$ cat config.mk
export PLATFORM = sky130hd
export DESIGN_NAME = dm_lsu
export DESIGN_NICKNAME = d
export VERILOG_FILES = /design/src/rtl/dm_lsu_pkg.sv /design/src/rtl/dm_lane_merge.sv /design/src/rtl/dm_lsu.sv
export SDC_FILE = /design/constraint.sdc
export NUM_CORES = 1
export LEC_CHECK = 0
export BUFFER_PORTS_ARGS = -buffer_cell sky130_fd_sc_hd__buf_2
export CAP_MARGIN = 30
export CELL_PAD_IN_SITES_DETAIL_PLACEMENT = 0
export CELL_PAD_IN_SITES_GLOBAL_PLACEMENT = 1
export CORE_MARGIN = 3
export CORE_UTILIZATION = 43
export DETAILED_ROUTE_END_ITERATION = 10
export PLACE_DENSITY_LB_ADDON = 0.1
export REMOVE_ABC_BUFFERS = 1
export SLEW_MARGIN = 20
export SYNTH_ARGS = -nofsm -noshare
export SYNTH_HDL_FRONTEND = slang
export SYNTH_SLANG_ARGS = --single-unit
$ cat constraint.sdc
create_clock -name clk_i -period 4.33 [get_ports clk_i]
set_input_delay 0.2165 -clock clk_i [delete_from_list [all_inputs] [get_ports clk_i]]
set_output_delay 0.2165 -clock clk_i [all_outputs]
set_load 0.01 [all_outputs]
$ cat src/rtl/dm_lsu_pkg.sv
// dm_lsu_pkg: size codes, FSM state encoding and request legality check for the LSU
package dm_lsu_pkg;

    localparam logic [1:0] SZ_B   = 2'b00;
    localparam logic [1:0] SZ_H   = 2'b01;
    localparam logic [1:0] SZ_W   = 2'b10;
    localparam logic [1:0] SZ_RSV = 2'b11;

    typedef enum logic [1:0] {
        ST_IDLE = 2'b00,
        ST_RD   = 2'b01,
        ST_WR   = 2'b10,
        ST_RSP  = 2'b11
    } state_t;

    // Reserved size or an address not naturally aligned to the access size.
    function automatic logic req_bad(input logic [1:0] size, input logic [1:0] lane);
        return (size == SZ_RSV) || (size == SZ_H && lane[0]) || (size == SZ_W && lane != 2'b00);
    endfunction

endpackage

$ cat src/rtl/dm_lane_merge.sv
// dm_lane_merge: merges store data into a memory word and extracts/extends load data by lane
module dm_lane_merge
    import dm_lsu_pkg::*;
(
    input  logic [31:0] word_i,
    input  logic [1:0]  lane_i,
    input  logic [1:0]  size_i,
    input  logic [31:0] wdata_i,
    input  logic        sext_i,
    output logic [31:0] st_word_o,
    output logic [31:0] ld_data_o
);

    logic [4:0]  bsh;
    logic [4:0]  hsh;
    logic [31:0] bmask;
    logic [31:0] hmask;
    logic [7:0]  b;
    logic [15:0] h;

    // Byte lane is addr[1:0], half lane is addr[1]; word accesses pass straight through.
    always_comb begin
        bsh       = {lane_i, 3'b000};
        hsh       = {lane_i[1], 4'b0000};
        bmask     = 32'h0000_00FF << bsh;
        hmask     = 32'h0000_FFFF << hsh;
        b         = 8'(word_i >> bsh);
        h         = 16'(word_i >> hsh);
        st_word_o = (size_i == SZ_B) ? ((word_i & ~bmask) | ({24'h0, wdata_i[7:0]} << bsh)) :
                    (size_i == SZ_H) ? ((word_i & ~hmask) | ({16'h0, wdata_i[15:0]} << hsh)) :
                    wdata_i;
        ld_data_o = (size_i == SZ_B) ? {{24{sext_i & b[7]}}, b} :
                    (size_i == SZ_H) ? {{16{sext_i & h[15]}}, h} :
                    word_i;
    end

endmodule

$ cat src/rtl/dm_lsu.sv
// dm_lsu: load/store initiator driving a word-wide data memory with read-modify-write sub-word stores
module dm_lsu
    import dm_lsu_pkg::*;
#(
    parameter int ADDR_W = 10
) (
    input  logic              clk_i,
    input  logic              rst_n_i,
    input  logic              req_valid_i,
    output logic              req_ready_o,
    input  logic              req_we_i,
    input  logic [1:0]        req_size_i,
    input  logic              req_sext_i,
    input  logic [ADDR_W-1:0] req_addr_i,
    input  logic [31:0]       req_wdata_i,
    output logic              rsp_valid_o,
    input  logic              rsp_ready_i,
    output logic [31:0]       rsp_rdata_o,
    output logic              rsp_err_o,
    output logic [ADDR_W-1:0] mem_addr_o,
    output logic [31:0]       mem_din_o,
    output logic              mem_we_o,
    input  logic [31:0]       mem_dout_i
);

    state_t            state_q, state_d;
    logic              we_q, sext_q, err_q;
    logic [1:0]        size_q, lane_q;
    logic [31:0]       wdata_q, word_q, rdata_q;
    logic [ADDR_W-1:0] maddr_q;
    logic              accept, bad;
    logic [31:0]       merge_word, st_word, ld_data;

    assign req_ready_o = (state_q == ST_IDLE) && rst_n_i;
    assign accept      = req_valid_i && req_ready_o;
    assign bad         = req_bad(req_size_i, req_addr_i[1:0]);
    assign merge_word  = (state_q == ST_RD) ? mem_dout_i : word_q;
    assign mem_addr_o  = maddr_q;
    assign mem_we_o    = (state_q == ST_WR);
    assign mem_din_o   = mem_we_o ? st_word : 32'h0;
    assign rsp_valid_o = (state_q == ST_RSP);
    assign rsp_rdata_o = rdata_q;
    assign rsp_err_o   = err_q;

    dm_lane_merge u_merge (
        .word_i    (merge_word),
        .lane_i    (lane_q),
        .size_i    (size_q),
        .wdata_i   (wdata_q),
        .sext_i    (sext_q),
        .st_word_o (st_word),
        .ld_data_o (ld_data)
    );

    // FSM state register; reset drops WR at once so a write is never left half done.
    always_ff @(posedge clk_i or negedge rst_n_i) begin
        if (!rst_n_i) state_q <= ST_IDLE;
        else          state_q <= state_d;
    end

    // Next state: errors skip memory, aligned word stores skip the read.
    always_comb begin
        state_d = state_q;
        case (state_q)
            ST_IDLE: if (accept) state_d = bad ? ST_RSP : (!req_we_i || req_size_i != SZ_W) ? ST_RD : ST_WR;
            ST_RD:   state_d = we_q ? ST_WR : ST_RSP;
            ST_WR:   state_d = ST_RSP;
            ST_RSP:  if (rsp_ready_i) state_d = ST_IDLE;
            default: state_d = ST_IDLE;
        endcase
    end

    // Request capture on accept, read word and load result capture in RD.
    always_ff @(posedge clk_i or negedge rst_n_i) begin
        if (!rst_n_i) begin
            we_q    <= 1'b0;
            sext_q  <= 1'b0;
            err_q   <= 1'b0;
            size_q  <= 2'b00;
            lane_q  <= 2'b00;
            wdata_q <= 32'h0;
            word_q  <= 32'h0;
            rdata_q <= 32'h0;
            maddr_q <= '0;
        end else if (accept) begin
            we_q    <= req_we_i;
            sext_q  <= req_sext_i;
            err_q   <= bad;
            size_q  <= req_size_i;
            lane_q  <= req_addr_i[1:0];
            wdata_q <= req_wdata_i;
            rdata_q <= 32'h0;
            if (!bad) maddr_q <= {req_addr_i[ADDR_W-1:2], 2'b00};
        end else if (state_q == ST_RD) begin
            word_q <= mem_dout_i;
            if (!we_q) rdata_q <= ld_data;
        end
    end

endmodule

==> results.py <==
metrics = {
    "power_and_ir_drop": {
        "p_int_w": 0.00393,
        "p_clk_share_pct": 22.7,
        "p_leak_nw": 3.99,
        "sw_frac_of_total_pct": 42.8,
        "vdd_ir_drop_max_v": 0.000403,
        "powerDensity_nw_per_um2": 847,
        "power_frac_seq_pct": 28.6,
        "combPwrFrac_pct": 48.8,
        "p_switching_w": 0.00294,
    },
    "worst_setup_path": {
        "worstPathMaxFanout": 21,
        "crit_arrival_ns": 3.01,
        "worst-setup-path-type": "flip-flop to output pin",
        "crit_required_ns": 4.11,
        "worstSetupEndpointType": "output pin",
        "start_kind": "flip-flop",
    },
    "grt": {
        "grt_pass1_vias": 5900,
        "grt_util_all_layers_pct": 26.1,
        "grt_max_degree": 70,
        "grt-ovfl-total": 0,
        "grt_first_pass_wirelength_um": 32300,
        "antenna_found_initial": 0,
    },
    "route": {
        "drc": 0,
        "via_per_inst": 5.63,
        "drt_iter0_drc": 495,
        "wirelength_um": 20500,
        "ant_nets": 0,
        "firstDrtPassIters": 5,
        "num_vias": 5885,
        "routedWlPerCell_um": 19.6,
    },
    "clock_tree": {
        "path_clk_slew_ns": 0.06,
        "cts_sinks": 113,
        "cts_tree": "built",
        "cts_htree_levels": 4,
        "cts_buffers": 17,
        "cts_resized": 0,
        "clockBufferDepth": 2,
        "clock_latency_ns": 0.42,
        "cts_root_buf": "clkbuf_16",
    },
    "placement": {
        "dpl.cell_count": 982,
        "dp_hpwl_um": 13700,
        "numPortBuffers": 157,
        "dpl_cell_area_um2": 7140,
        "gp_congestion": 0.906,
    },
    "layout": {
        "n_fill_cell": 1278,
        "seqCellArea_um2": 2830,
        "fin_nets": 940,
        "area_growth_pct": 29.6,
        "n_antenna_cell": 0,
        "fin_util_pct": 57.8,
        "final_cells": 1046,
        "multi_input_area_um2": 3140,
        "design_area_um2": 8120,
        "final_layout_size_suffix_gt1_share_pct": 29.1,
    },
    "synth": {
        "ys.warnings.count": 0,
        "ys_seq_elements": 113,
        "synth_edf_count": 0,
        "synth_cell_types": 43,
        "synth_ff_type": "dfrtp_1",
        "yosysSeqAreaShare_pct": 45.1,
        "synth_area_per_cell_um2": 9.12,
        "syn_area_um2": 6260,
        "synth_top_area_share_pct": 45.1,
        "synth_cells": 687,
        "async_flop_share_pct": 100,
        "synth_top_area_cell": "dfrtp_1",
        "ys_top_cells_by_area": "dfrtp_1 45%, nand2_1 12%, mux2i_1 5.0%",
    },
    "sta": {
        "final.setup.tns_ns": 0,
        "drv_slew": 0,
        "final-hold-violation-count": 0,
        "rsz0062_at_grt": "false",
        "period_minus_slack_ns": 3.23,
        "period_share_pct": 74.5,
        "holdWs_ns": 0.0104,
        "clock.fmax_mhz": 310,
        "relSlewSlack_pct": 34.6,
        "finalSetupViolCount": 0,
        "tightestPinTransition_ns": 0.982,
        "skew_ns": 0.00804,
    },
    "run_status": {
        "outcome": "finished clean",
    },
    "min_path": {
        "min_path_type": "primary input to async pin",
    },
    "die": {
        "dieArea_um2": 16100,
        "io_pins": 160,
        "num_rows": 43,
        "core_area_um2": 14000,
        "dieWidth_um": 127,
        "start_util_pct": 44.6,
        "die_h_um": 127,
    },
    "job": {
        "max_cap_violations": 0,
    },
}
## power groups by stage
stage	logic, W	registers (W)	clock network (W)
5_1_grt	0.00369	0.00202	0.00162
6_report	0.00335	0.00196	0.00156
2_1_floorplan	0.00214	0.00191	0
3_5_place_dp	0.00331	0.00197	0
4_1_cts	0.00334	0.00196	0.00157
3_3_place_gp	0.00323	0.00195	0
## metal layers
layer,part of all wire (%),global-route usage (%),up-vias
met3,8.1,7.03,31
met4,2.2,10.0,0
met1,44,35.9,2863
met2,45,39.5,243
met5,0,0,-
li1,-,-,2748
## cells in the mapped netlist, types with 7 or more instances
master	count
nand2_1	199
o211ai_1	28
a32o_1	8
o221ai_1	16
a21boi_0	7
mux4_2	8
buf_2	8
o21ai_0	32
a21oi_1	28
a211oi_1	13
mux2i_1	31
nor2_1	41
mux2_2	25
a32oi_1	7
inv_1	16
dfrtp_1	113
clkbuf_1	34
o211a_1	8
o21ai_2	10
## through the flow
stage               total power, W  setup WS (ns)
floorplan                  0.00405          0.834
global placement           0.00518           1.44
detailed placement         0.00527           1.31
CTS                        0.00687           1.13
global route               0.00734          0.965
finish                     0.00687           1.10
## final timing paths
path / start / end / slack (ns) / cells past startpoint
max: state_q[1]$_DFFE_PN0P_ / mem_din_o[26] / 1.10 / 8
min: rst_n_i / word_q[30]$_DFFE_PN0N_ / 0.01 / 2
max reg2reg: state_q[1]$_DFFE_PN0P_ / rsp_rdata_o[18]$_DFFE_PN0P_ / 1.27 / 6
min reg2reg: rsp_rdata_o[21]$_DFFE_PN0P_ / rsp_rdata_o[21]$_DFFE_PN0P_ / 0.47 / 2
max in group asynchronous: rst_n_i / wdata_q[23]$_DFFE_PN0P_ / 3.07 / 3
min in group clk_i: req_sext_i / sext_q$_DFFE_PN0P_ / 0.02 / 3
## final cells by class
cell class | instances | area share (%)
Clock buffer | 21 | 5.80
Clock inverter | 11 | 2.25
Inverter | 16 | 0.740
Multi-Input combinational cell | 504 | 38.7
Sequential cell | 113 | 34.8
Tap cell | 180 | 2.77
Timing Repair Buffer | 201 | 14.9
## sequential cells by signal, indices dropped and copies added, names as in the netlist, 2 cells and up
register     cells
lane_q           2
mem_addr_o       8
rsp_rdata_o     32
size_q           2
state_q          2
wdata_q         32
word_q          32
## timing repair
action,in CTS,in global routing
hold endpoints to repair,32,0
buffers inserted,0,0
hold buffers,32,0
## logic make-up after synthesis
| logic type | Yosys count | share of synthesized area [%] |
|---|---|---|
| compound gates | 168 | 19.4 |
| fa+ha+maj | 5 | 0.999 |
| other cells | 1 | 0.0599 |
| buf+inv | 71 | 5.07 |
| simple gates | 263 | 16.6 |
| mux | 66 | 12.8 |
| flops | 113 | 45.1 |
## placed cells by master, fill, tap and decap left out, types with 13 or more instances in the layout
cell	n
buf_2	156
inv_1	16
nor2_1	39
o221ai_1	16
nand2_1	199
o21ai_0	32
a211oi_1	13
clkbuf_16	17
dlygate4sd3_1	32
dfrtp_1	113
mux2i_1	31
o211ai_1	28
mux2_2	25
a21oi_1	28
## worst max-delay path: stages (launching register included)
cell and delay (ns):
dfrtp_1 0.41, inv_1 0.12, ha_2 0.51, buf_4 0.47
mux2i_1 0.46, inv_1 0.15, o221ai_1 0.18, a211oi_1 0.10
buf_2 0.16
Power figures use the tool's default switching activity.
